<file path="config.mk">
export PLATFORM = sky130hd
export DESIGN_NAME = aiu_sfi_snp_responder
export DESIGN_NICKNAME = d
export VERILOG_FILES = /design/src/rtl/aiu_sfi_snp_responder_pkg.sv /design/src/rtl/aiu_sfi_snp_responder_req_fifo.sv /design/src/rtl/aiu_sfi_snp_responder.sv
export SDC_FILE = /design/constraint.sdc
export NUM_CORES = 1
export LEC_CHECK = 0
export ABC_CLOCK_PERIOD_IN_PS = 9000
export BUFFER_PORTS_ARGS = -buffer_cell sky130_fd_sc_hd__buf_2
export CORE_AREA = 2 2 147 149
export DETAILED_ROUTE_END_ITERATION = 10
export DIE_AREA = 0 0 149 151
export HOLD_SLACK_MARGIN = 0.02
export PLACE_DENSITY = 0.82
export SLEW_MARGIN = 30
export SYNTH_ARGS = -nofsm -noshare
export SYNTH_HDL_FRONTEND = slang
export SYNTH_SLANG_ARGS = --single-unit
</file>
<file path="constraint.sdc">
create_clock -name clk -period 9 [get_ports clk]
set_input_delay 2.7 -clock clk [delete_from_list [all_inputs] [get_ports clk]]
set_output_delay 2.7 -clock clk [all_outputs]
set_load 0.01 [all_outputs]
</file>
<file path="src/rtl/aiu_sfi_snp_responder_pkg.sv">
// Shared definitions for the AIU-side SFI snoop responder.
// Holds the MsgType encodings, the sfiPriv field positions, the line-state
// encoding, the snoop result layout, response status and error codes, and
// the helpers that classify a request and evaluate a snoop against a state.
package aiu_sfi_snp_responder_pkg;

    // MsgType encodings carried in sfiPriv[4:0]
    localparam logic [4:0] MSG_SNP_CLN_DTR = 5'h01;
    localparam logic [4:0] MSG_SNP_VLD_DTR = 5'h02;
    localparam logic [4:0] MSG_SNP_INV_DTR = 5'h03;
    localparam logic [4:0] MSG_SNP_INV     = 5'h04;
    localparam logic [4:0] MSG_STR_STATE   = 5'h10;

    // sfiPriv field positions (request side)
    localparam int unsigned PRIV_MSG_LSB     = 0;
    localparam int unsigned PRIV_MSG_MSB     = 4;
    localparam int unsigned PRIV_AIU_ID_LSB  = 5;
    localparam int unsigned PRIV_AIU_ID_MSB  = 7;
    localparam int unsigned PRIV_AIU_TID_LSB = 8;
    localparam int unsigned PRIV_AIU_TID_MSB = 13;
    localparam int unsigned PRIV_COHER_LSB   = 14;
    localparam int unsigned PRIV_COHER_MSB   = 17;

    // Response status / error codes
    localparam logic [1:0] RSP_STATUS_OK      = 2'd0;
    localparam logic [1:0] RSP_STATUS_ERR     = 2'd2;
    localparam logic [2:0] ERR_NONE           = 3'd0;
    localparam logic [2:0] ERR_UNSUPPORTED_MSG = 3'd1;

    typedef enum logic [1:0] {
        LS_I  = 2'd0,
        LS_SC = 2'd1,
        LS_UC = 2'd2,
        LS_UD = 2'd3
    } line_state_t;

    typedef struct packed {
        logic rv;
        logic rs;
        logic dc;
        logic dt;
    } snp_result_t;

    typedef enum logic [1:0] {
        MK_SNP,
        MK_STR,
        MK_ERR
    } msg_kind_t;

    typedef enum logic [1:0] {
        ST_IDLE,
        ST_LOOKUP,
        ST_EVAL,
        ST_RESP
    } rsp_state_t;

    typedef struct packed {
        snp_result_t result;
        line_state_t new_state;
        logic        upd;
    } snp_eval_t;

    function automatic msg_kind_t msg_kind(input logic [4:0] msg);
        msg_kind_t k;
        case (msg)
            MSG_SNP_CLN_DTR,
            MSG_SNP_VLD_DTR,
            MSG_SNP_INV_DTR,
            MSG_SNP_INV:     k = MK_SNP;
            MSG_STR_STATE:   k = MK_STR;
            default:         k = MK_ERR;
        endcase
        return k;
    endfunction

    // A line in I produces an empty result and no state write; otherwise
    // the snoop type decides whether we keep a shared copy or invalidate.
    function automatic snp_eval_t snp_eval(input logic [4:0] msg, input line_state_t st);
        snp_eval_t r;
        r = '0;
        if (st != LS_I) begin
            r.upd       = 1'b1;
            r.result.dc = (st == LS_UD);
            case (msg)
                MSG_SNP_CLN_DTR,
                MSG_SNP_VLD_DTR: begin
                    r.result.rv = 1'b1;
                    r.result.rs = 1'b1;
                    r.result.dt = 1'b1;
                    r.new_state = LS_SC;
                end
                MSG_SNP_INV_DTR: begin
                    r.result.dt = 1'b1;
                    r.new_state = LS_I;
                end
                default: begin
                    r.new_state = LS_I;
                end
            endcase
        end
        return r;
    endfunction

endpackage

</file>
<file path="src/rtl/aiu_sfi_snp_responder_req_fifo.sv">
// aiu_sfi_req_fifo: synchronous FIFO buffering SFI requests as
// {transId, addr, sfiPriv}. Head entry is presented combinationally.
// Ports:
//   clk, rst        clock, synchronous active-high reset (empties the FIFO)
//   wr_en, wr_data  push; also accepted when full if rd_en pops the same cycle
//   rd_en, rd_data  pop; rd_data is the current head
//   empty, full     occupancy flags
module aiu_sfi_req_fifo #(
    parameter int unsigned DEPTH = 4,
    parameter int unsigned WIDTH = 58
) (
    input  logic             clk,
    input  logic             rst,
    input  logic             wr_en,
    input  logic [WIDTH-1:0] wr_data,
    input  logic             rd_en,
    output logic [WIDTH-1:0] rd_data,
    output logic             empty,
    output logic             full
);

    localparam int unsigned AW = $clog2(DEPTH);

    logic [WIDTH-1:0] mem [DEPTH];
    logic [AW:0]      wr_ptr;
    logic [AW:0]      rd_ptr;
    logic             do_wr;
    logic             do_rd;

    // Pointers carry one extra wrap bit so full and empty are distinguishable.
    assign empty = (wr_ptr == rd_ptr);
    assign full  = (wr_ptr[AW] != rd_ptr[AW]) && (wr_ptr[AW-1:0] == rd_ptr[AW-1:0]);

    assign do_rd = rd_en && !empty;
    assign do_wr = wr_en && (!full || do_rd);

    assign rd_data = mem[rd_ptr[AW-1:0]];

    always_ff @(posedge clk) begin
        if (rst) begin
            wr_ptr <= '0;
            rd_ptr <= '0;
        end else begin
            if (do_wr) wr_ptr <= wr_ptr + (AW+1)'(1);
            if (do_rd) rd_ptr <= rd_ptr + (AW+1)'(1);
        end
    end

    always_ff @(posedge clk) begin
        if (do_wr) mem[wr_ptr[AW-1:0]] <= wr_data;
    end

endmodule

</file>
<file path="src/rtl/aiu_sfi_snp_responder.sv">
// aiu_sfi_snp_responder: AIU-side responder for the SFI coherence link.
// Accepts SNPreq / STRreq from the DCE master port, looks up and updates the
// local line state, and returns SNPrsp / STRrsp strictly in acceptance order.
// Ports:
//   clk, rst                          clock, synchronous active-high reset
//   req_vld/req_rdy/req_*             SFI request channel
//   rsp_vld/rsp_rdy/rsp_*             SFI response channel
//   lk_vld/lk_addr, lk_state          state lookup (lk_state valid cycle after lk_vld)
//   upd_vld/upd_addr/upd_state        state write
//   str_vld/str_result                STRreq notification with its coherResult
module aiu_sfi_snp_responder
    import aiu_sfi_snp_responder_pkg::*;
#(
    parameter int unsigned FIFO_DEPTH = 4,
    parameter int unsigned ADDR_W     = 32,
    parameter int unsigned TID_W      = 8,
    parameter int unsigned PRIV_W     = 18
) (
    input  logic              clk,
    input  logic              rst,
    input  logic              req_vld,
    output logic              req_rdy,
    input  logic [TID_W-1:0]  req_transId,
    input  logic [ADDR_W-1:0] req_addr,
    input  logic [PRIV_W-1:0] req_sfiPriv,
    output logic              rsp_vld,
    input  logic              rsp_rdy,
    output logic [TID_W-1:0]  rsp_transId,
    output logic [1:0]        rsp_status,
    output logic [2:0]        rsp_errCode,
    output logic [PRIV_W-1:0] rsp_sfiPriv,
    output logic              lk_vld,
    output logic [ADDR_W-1:0] lk_addr,
    input  logic [1:0]        lk_state,
    output logic              upd_vld,
    output logic [ADDR_W-1:0] upd_addr,
    output logic [1:0]        upd_state,
    output logic              str_vld,
    output logic [3:0]        str_result
);

    localparam int unsigned ENTRY_W = TID_W + ADDR_W + PRIV_W;

    rsp_state_t        state;
    logic              fifo_empty;
    logic              fifo_full;
    logic              fifo_push;
    logic              fifo_pop;
    logic [ENTRY_W-1:0] head;
    logic [TID_W-1:0]  head_tid;
    logic [ADDR_W-1:0] head_addr;
    logic [PRIV_W-1:0] head_priv;
    logic [4:0]        head_msg;
    msg_kind_t         head_kind;

    logic [TID_W-1:0]  cur_tid;
    logic [ADDR_W-1:0] cur_addr;
    logic [4:0]        cur_msg;
    snp_eval_t         eval_r;

    logic              unused_priv_bits;

    aiu_sfi_req_fifo #(
        .DEPTH (FIFO_DEPTH),
        .WIDTH (ENTRY_W)
    ) u_req_fifo (
        .clk     (clk),
        .rst     (rst),
        .wr_en   (fifo_push),
        .wr_data ({req_transId, req_addr, req_sfiPriv}),
        .rd_en   (fifo_pop),
        .rd_data (head),
        .empty   (fifo_empty),
        .full    (fifo_full)
    );

    assign {head_tid, head_addr, head_priv} = head;
    assign head_msg  = head_priv[PRIV_MSG_MSB:PRIV_MSG_LSB];
    assign head_kind = msg_kind(head_msg);

    // Requester AIU id / transId are not needed to form the response.
    assign unused_priv_bits = ^head_priv[PRIV_AIU_TID_MSB:PRIV_AIU_ID_LSB];

    assign req_rdy   = !rst && !fifo_full;
    assign fifo_push = req_vld && req_rdy;

    // Pop from IDLE, or straight out of RESP on the response handshake so
    // queued requests issue back-to-back without an IDLE bubble.
    assign fifo_pop = !rst && !fifo_empty &&
                      ((state == ST_IDLE) || ((state == ST_RESP) && rsp_rdy));

    assign eval_r = snp_eval(cur_msg, line_state_t'(lk_state));

    always_ff @(posedge clk) begin
        if (rst) begin
            state       <= ST_IDLE;
            cur_tid     <= '0;
            cur_addr    <= '0;
            cur_msg     <= '0;
            rsp_vld     <= 1'b0;
            rsp_transId <= '0;
            rsp_status  <= '0;
            rsp_errCode <= '0;
            rsp_sfiPriv <= '0;
            lk_vld      <= 1'b0;
            lk_addr     <= '0;
            upd_vld     <= 1'b0;
            upd_addr    <= '0;
            upd_state   <= '0;
            str_vld     <= 1'b0;
            str_result  <= '0;
        end else begin
            lk_vld  <= 1'b0;
            upd_vld <= 1'b0;
            str_vld <= 1'b0;
            if (fifo_pop) begin
                cur_tid  <= head_tid;
                cur_addr <= head_addr;
                cur_msg  <= head_msg;
                case (head_kind)
                    MK_SNP: begin
                        state   <= ST_LOOKUP;
                        lk_vld  <= 1'b1;
                        lk_addr <= head_addr;
                        rsp_vld <= 1'b0;
                    end
                    MK_STR: begin
                        state       <= ST_RESP;
                        rsp_vld     <= 1'b1;
                        rsp_transId <= head_tid;
                        rsp_status  <= RSP_STATUS_OK;
                        rsp_errCode <= ERR_NONE;
                        rsp_sfiPriv <= '0;
                        str_vld     <= 1'b1;
                        str_result  <= head_priv[PRIV_COHER_MSB:PRIV_COHER_LSB];
                    end
                    default: begin
                        state       <= ST_RESP;
                        rsp_vld     <= 1'b1;
                        rsp_transId <= head_tid;
                        rsp_status  <= RSP_STATUS_ERR;
                        rsp_errCode <= ERR_UNSUPPORTED_MSG;
                        rsp_sfiPriv <= '0;
                    end
                endcase
            end else begin
                case (state)
                    ST_LOOKUP: begin
                        state <= ST_EVAL;
                    end
                    ST_EVAL: begin
                        state       <= ST_RESP;
                        rsp_vld     <= 1'b1;
                        rsp_transId <= cur_tid;
                        rsp_status  <= RSP_STATUS_OK;
                        rsp_errCode <= ERR_NONE;
                        rsp_sfiPriv <= {{(PRIV_W-4){1'b0}}, eval_r.result};
                        if (eval_r.upd) begin
                            upd_vld   <= 1'b1;
                            upd_addr  <= cur_addr;
                            upd_state <= eval_r.new_state;
                        end
                    end
                    ST_RESP: begin
                        if (rsp_rdy) begin
                            rsp_vld <= 1'b0;
                            state   <= ST_IDLE;
                        end
                    end
                    default: begin
                        state <= ST_IDLE;
                    end
                endcase
            end
        end
    end

endmodule

</file>
# Word level (Yosys, flattened, before mapping)
# Memories as Yosys holds them, arrays and structs flattened. A register that Yosys moved wholly into a read port is not among the register bits.
# Cells that the tools add are included.
totals:
  n_memories: 1
  ram_bits: 232
  input_bits: 64
  ff_bits: 158
memory_table:
  columns: ["memory", "depth", "word_bits", "rd", "rd_clocked_by_memory_dff", "wr", "line_no", "rtl"]
  rows:
  - ["u_req_fifo.mem", 4, 58, 1, 1, 1, "aiu_sfi_snp_responder_req_fifo.sv:24", "logic [WIDTH-1:0] mem [DEPTH];"]
classes:
  mux: 32
  bitwise_logic: 2
  addsub: 2
  n_reduce_logical: 28
  n_eq_ne: 18
op_table:
  columns: ["op", "count"]
  rows:
  - ["$mux 18", 3]
  - ["$mux 8", 3]
  - ["$eq 5x2->1 const B", 4]
  - ["$mux 2", 8]
  - ["$eq 5x1->1 const B", 2]
  - ["$mux 1", 10]
  - ["$logic_and 1x1->1", 8]
  - ["$pmux 2 s2", 2]
  - ["$reduce_and 2->1", 4]
  - ["$mux 7", 1]
  - ["$add 3x1->3 const B", 2]
  - ["$eq 2x2->1 const B", 3]
  - ["$mux 3", 2]
  - ["$pmux 2 s3", 1]
  - ["$pmux 3 s2", 1]
  - ["$reduce_or 3->1", 2]
  - ["$eq 5x3->1 const B", 1]
  - ["$eq 5x5->1 const B", 1]
  - ["$eq 2x1->1 const B", 2]
  - ["$logic_not 2->1", 2]
  - ["$reduce_bool 2->1", 2]
  - ["$reduce_or 2->1", 2]
  - ["$reduce_or 4->1", 1]
  - ["$eq 3x3->1", 1]
  - ["other kinds (10)", 14]

# Longest topological paths before layout
logic_depth:
  depth_word: 9
  ltp_mapped: 10

# Cells and area by module
# From an unflattened synthesis, not the netlist that was laid out.
hier_totals:
  cells_unflattened: 964
  hier_area_um2: 14058.5
by_module_without_submodules:
  columns: ["mod", "cells_per_inst", "n_inst", "seq_area_each_um2", "area_each_um2"]
  rows:
  - ["aiu_sfi_req_fifo", 358, 1, 7126.8, 8901.0]
  - ["aiu_sfi_snp_responder", 606, 1, 2642.5, 5157.4]

# Least setup slack after synthesis
# Ideal clock, no wire load.
synth_timing:
  kind: "input port to output port"
  start: "in rst"
  end: "out req_rdy"
  arrival_ns: 3.656
  path_stages: 4
  slack_ns: 2.644
  cell_sequence: "buf_1 > clkbuf_1 > buf_1 > a31oi_1"
synth_between:
  elab_chain_len: 2
synth_lines:
  columns: ["element", "line_no", "rtl"]
  rows:
  - ["from (decl)", "aiu_sfi_snp_responder.sv:20", "input logic rst,"]
  - ["$logic_not 1->1", "aiu_sfi_snp_responder.sv:84", "assign req_rdy = !rst && !fifo_full;"]
  - ["$logic_and 1x1->1", "aiu_sfi_snp_responder.sv:84", null]
  - ["to (decl)", "aiu_sfi_snp_responder.sv:22", "output logic req_rdy,"]
# No other way between the ends.

# Final worst setup path
# Ends and elaborated chain as after synthesis.

==> results.yml <==
global_routing:
  grt_most_used_layer: "met2"
  gr-usage-met1_pct: 29.8
  antenna_violations_before_repair: 0
  first_global_vias: 7207
  grt_overflow_total: 0
  groute.layer.met2.usage_pct: 39.0
  fraction_of_met3_tracks_used_by_global_routing_pct: 4.43
  grt_pass1_wl_mm: 39.1
  track_usage_pct: 23.0
  grt_max_degree: 78
synth:
  synth_top_area_share_pct: 47.5
  synth_enable_flop_cells: 196
  synth_cells: 850
  synth-warning-count: 0
  synth_cell_types: 42
  synthesis.area_um2: 12400
  seq_total_area_yosys_pct: 70.2
  postSynthRegisterBits: 336
  synth.top_cells.by_area: "sky130_fd_sc_hd__edfxtp_1 (48%), sky130_fd_sc_hd__dfxtp_1 (23%), sky130_fd_sc_hd__mux4_2 (8.9%), sky130_fd_sc_hd__nand2_1 (4.4%), sky130_fd_sc_hd__mux2i_1 (3.6%)"
  netlist.top_cell.by_area: "sky130_fd_sc_hd__edfxtp_1"
  ys.flop_type: "sky130_fd_sc_hd__edfxtp_1"
  ys_async_sr_fraction_pct: 0
  postSynthAreaPerCell_um2: 14.6
drt:
  drtAntennaViolNets: 0
  drc_violations_left: 0
  post_drt_via_cell_ratio: 5.55
  routed-via-count: 7167
  routed_wirelength_mm: 25.2
  first_iter_violations: 582
  drt-pass1-iter-count: 5
  routedWlPerCell_um: 19.5
place:
  place.detailed.instances: 1227
  finalWeightedCongestion: 0.728
  port_buffers: 142
  place.detailed.hpwl_mm: 15.0
floorplan:
  ios: 170
  placementRows: 53
  die-width_um: 149
  die_area_um2: 22500
  fp.dieH_um: 151
  start_util_pct: 59.5
  core_area_um2: 20800
cells_and_area:
  post_route_cells_drive_above_1_share_pct: 26.8
  instances_no_fill: 1291
  nFillCells: 1389
  ff_latch_area_um2: 8690
  multi_input_comb_area_um2: 3390
  finish.net_count: 1062
  area_added_between_synthesis_and_finish_pct: 16.1
clock_network:
  tritoncts: "built"
  clock_latency_ns: 0.50
  post_cts_hold_buffer_count: 0
  cts.repair.resized: 0
  cts.clk_slew.worst_paths_ns: 0.06
  cts_setup_buffers: 0
  clock_tree.buffer_depth: 3
  cts_sinks: 336
  numCtsBuffers: 35
  cts_root_buffer: "sky130_fd_sc_hd__clkbuf_16"
  cts_htree_levels: 2
timing:
  min_period_over_period_pct: 67.8
  setup_total_negative_slack_ns: 0
  transition_time_at_the_pin_with_the_least_slew_margin_ns: 0.909
  clock.fmax_mhz: 164
  relSlewSlack_pct: 39.3
  setup_viol: 0
  slew_violations: 0
  rsz0062_at_grt: "no"
  final.min_clock_period_ns: 6.10
  skew_ns: 0.0182
  fin_hold_viols: 0
worst_setup_path:
  max_stage_delay_ns: 0.28
  crit_slowest_cell: "sky130_fd_sc_hd__a31oi_1"
  worstSetupStartpointType: "input pin"
  path_class: "input pin to primary output"
  worst_ep_arrival_time_ns: 3.40
  critical_path_cell_by_cell: "buf_4 > a31oi_1 > buf_2"
  critical_path_peak_fanout: 35
  end_kind: "primary output"
  worstPathRequired_ns: 6.30
worst_hold_path:
  worst_hold_path_type: "flip-flop to flip-flop"
power:
  power.density_cell_area_nw_per_um2: 271
  power_leakage_nw: 5.51
  peakVddDrop_mv: 0.151
status:
  outcome: "finished, final reports clean"
flow_run:
  max_cap_violations: 0
-- Yosys cell counts (all sizes together) (2+ instances only) --
cell type,number
a311oi,2
xnor2,6
ha,8
nor2,55
dfxtp,140
nand3,3
nand2,145
xor2,3
edfxtp,196
inv,8
a31oi,3
o21ai,37
mux2i,45
mux4,49
nor2b,10
and2,4
nand4,3
a21oi,41
mux2,9
clkbuf,29
buf,38
nand2b,2
nor3,4
-- layer usage --
layer	part of all wire, %	routed length [um]	up-vias
li1	-	-	3312
met1	40	10100	3514
met2	50	12700	288
met3	7.1	1800	53
met4	2.5	642	0
met5	0	0	-
-- state kept, by name, indices dropped and copies added, names as in the netlist, 4 cells and up, named ones only --
| register | cells |
|---|---|
| u_req_fifo.mem | 196 |
| cur_addr | 32 |
| lk_addr | 32 |
| upd_addr | 32 |
| cur_tid | 8 |
| rsp_transId | 8 |
| cur_msg | 5 |
| str_result | 4 |
-- report_power, final --
part           switching (mW)  internal (mW)  leakage (nW)
combinational           0.380          0.286          2.06
clock                   0.554          0.799         0.533
sequential             0.0978           1.78          2.92
-- through the flow --
| stage | hold WS, ns | util [%] | area (um2) | power, mW | setup slack [ns] |
|---|---|---|---|---|---|
| after CTS | 0.452 | 68.9 | 14400 | 3.92 | 2.86 |
| after global placement | 0.440 | 63.6 | 13200 | 2.53 | 2.88 |
| after detailed placement | 0.445 | 63.7 | 13300 | 2.57 | 2.87 |
| final | 0.452 | 69.0 | 14400 | 3.89 | 2.90 |
| after global routing | 0.471 | 69.0 | 14400 | 4.05 | 2.88 |
| after floorplan | 0.432 | - | 12400 | 2.37 | 2.64 |
-- layout by cell type, fill, tap and decap left out, types with 18 or more instances in the layout --
master                        n
sky130_fd_sc_hd__clkbuf_16   37
sky130_fd_sc_hd__mux4_2      49
sky130_fd_sc_hd__nand2_1    145
sky130_fd_sc_hd__edfxtp_1   196
sky130_fd_sc_hd__nor2_1      53
sky130_fd_sc_hd__buf_2      141
sky130_fd_sc_hd__mux2i_1     45
sky130_fd_sc_hd__dfxtp_1    138
sky130_fd_sc_hd__conb_1      18
sky130_fd_sc_hd__a21oi_1     41
sky130_fd_sc_hd__o21ai_0     35
-- cell families (layout without fill, tap and decap cells) --
logic type | after synthesis | count (layout) | synth area share, %
fa+ha+maj | 8 | 8 | 0.808
xor+xnor | 9 | 9 | 0.637
compound gates | 90 | 90 | 4.03
buf+inv | 76 | 223 | 3.18
other cells | 1 | 20 | 0.0303
flops | 336 | 336 | 70.2
simple gates | 227 | 227 | 7.58
mux | 103 | 103 | 13.6
-- path summary, 6_finish.rpt --
path,end,startpoint,slack [ns],depth (start not counted)
max,req_rdy,rst,2.90,3
min,upd_addr[19]$_SDFFE_PP0P_,upd_addr[19]$_SDFFE_PP0P_,0.45,2
max reg2reg,rsp_transId[5]$_SDFFE_PP0P_,flip-flop,5.64,6
min reg2reg,upd_addr[19]$_SDFFE_PP0P_,upd_addr[19]$_SDFFE_PP0P_,0.45,2
-- cell type report --
cell class,count,area share (%)
antenna,2,0.0348
clock buffer,53,7.28
clock inverter,8,0.244
inverter,9,0.235
multi-input combinational,455,23.6
sequential,336,60.5
tap,275,2.39
timing repair buffer,153,5.76
-- critical path, delay by kind of cell --
kind,cells,cell delay (ns)
compound gates,1,0.28
buf+inv,2,0.42
Note: power is estimated with default switching activity, not from simulation.
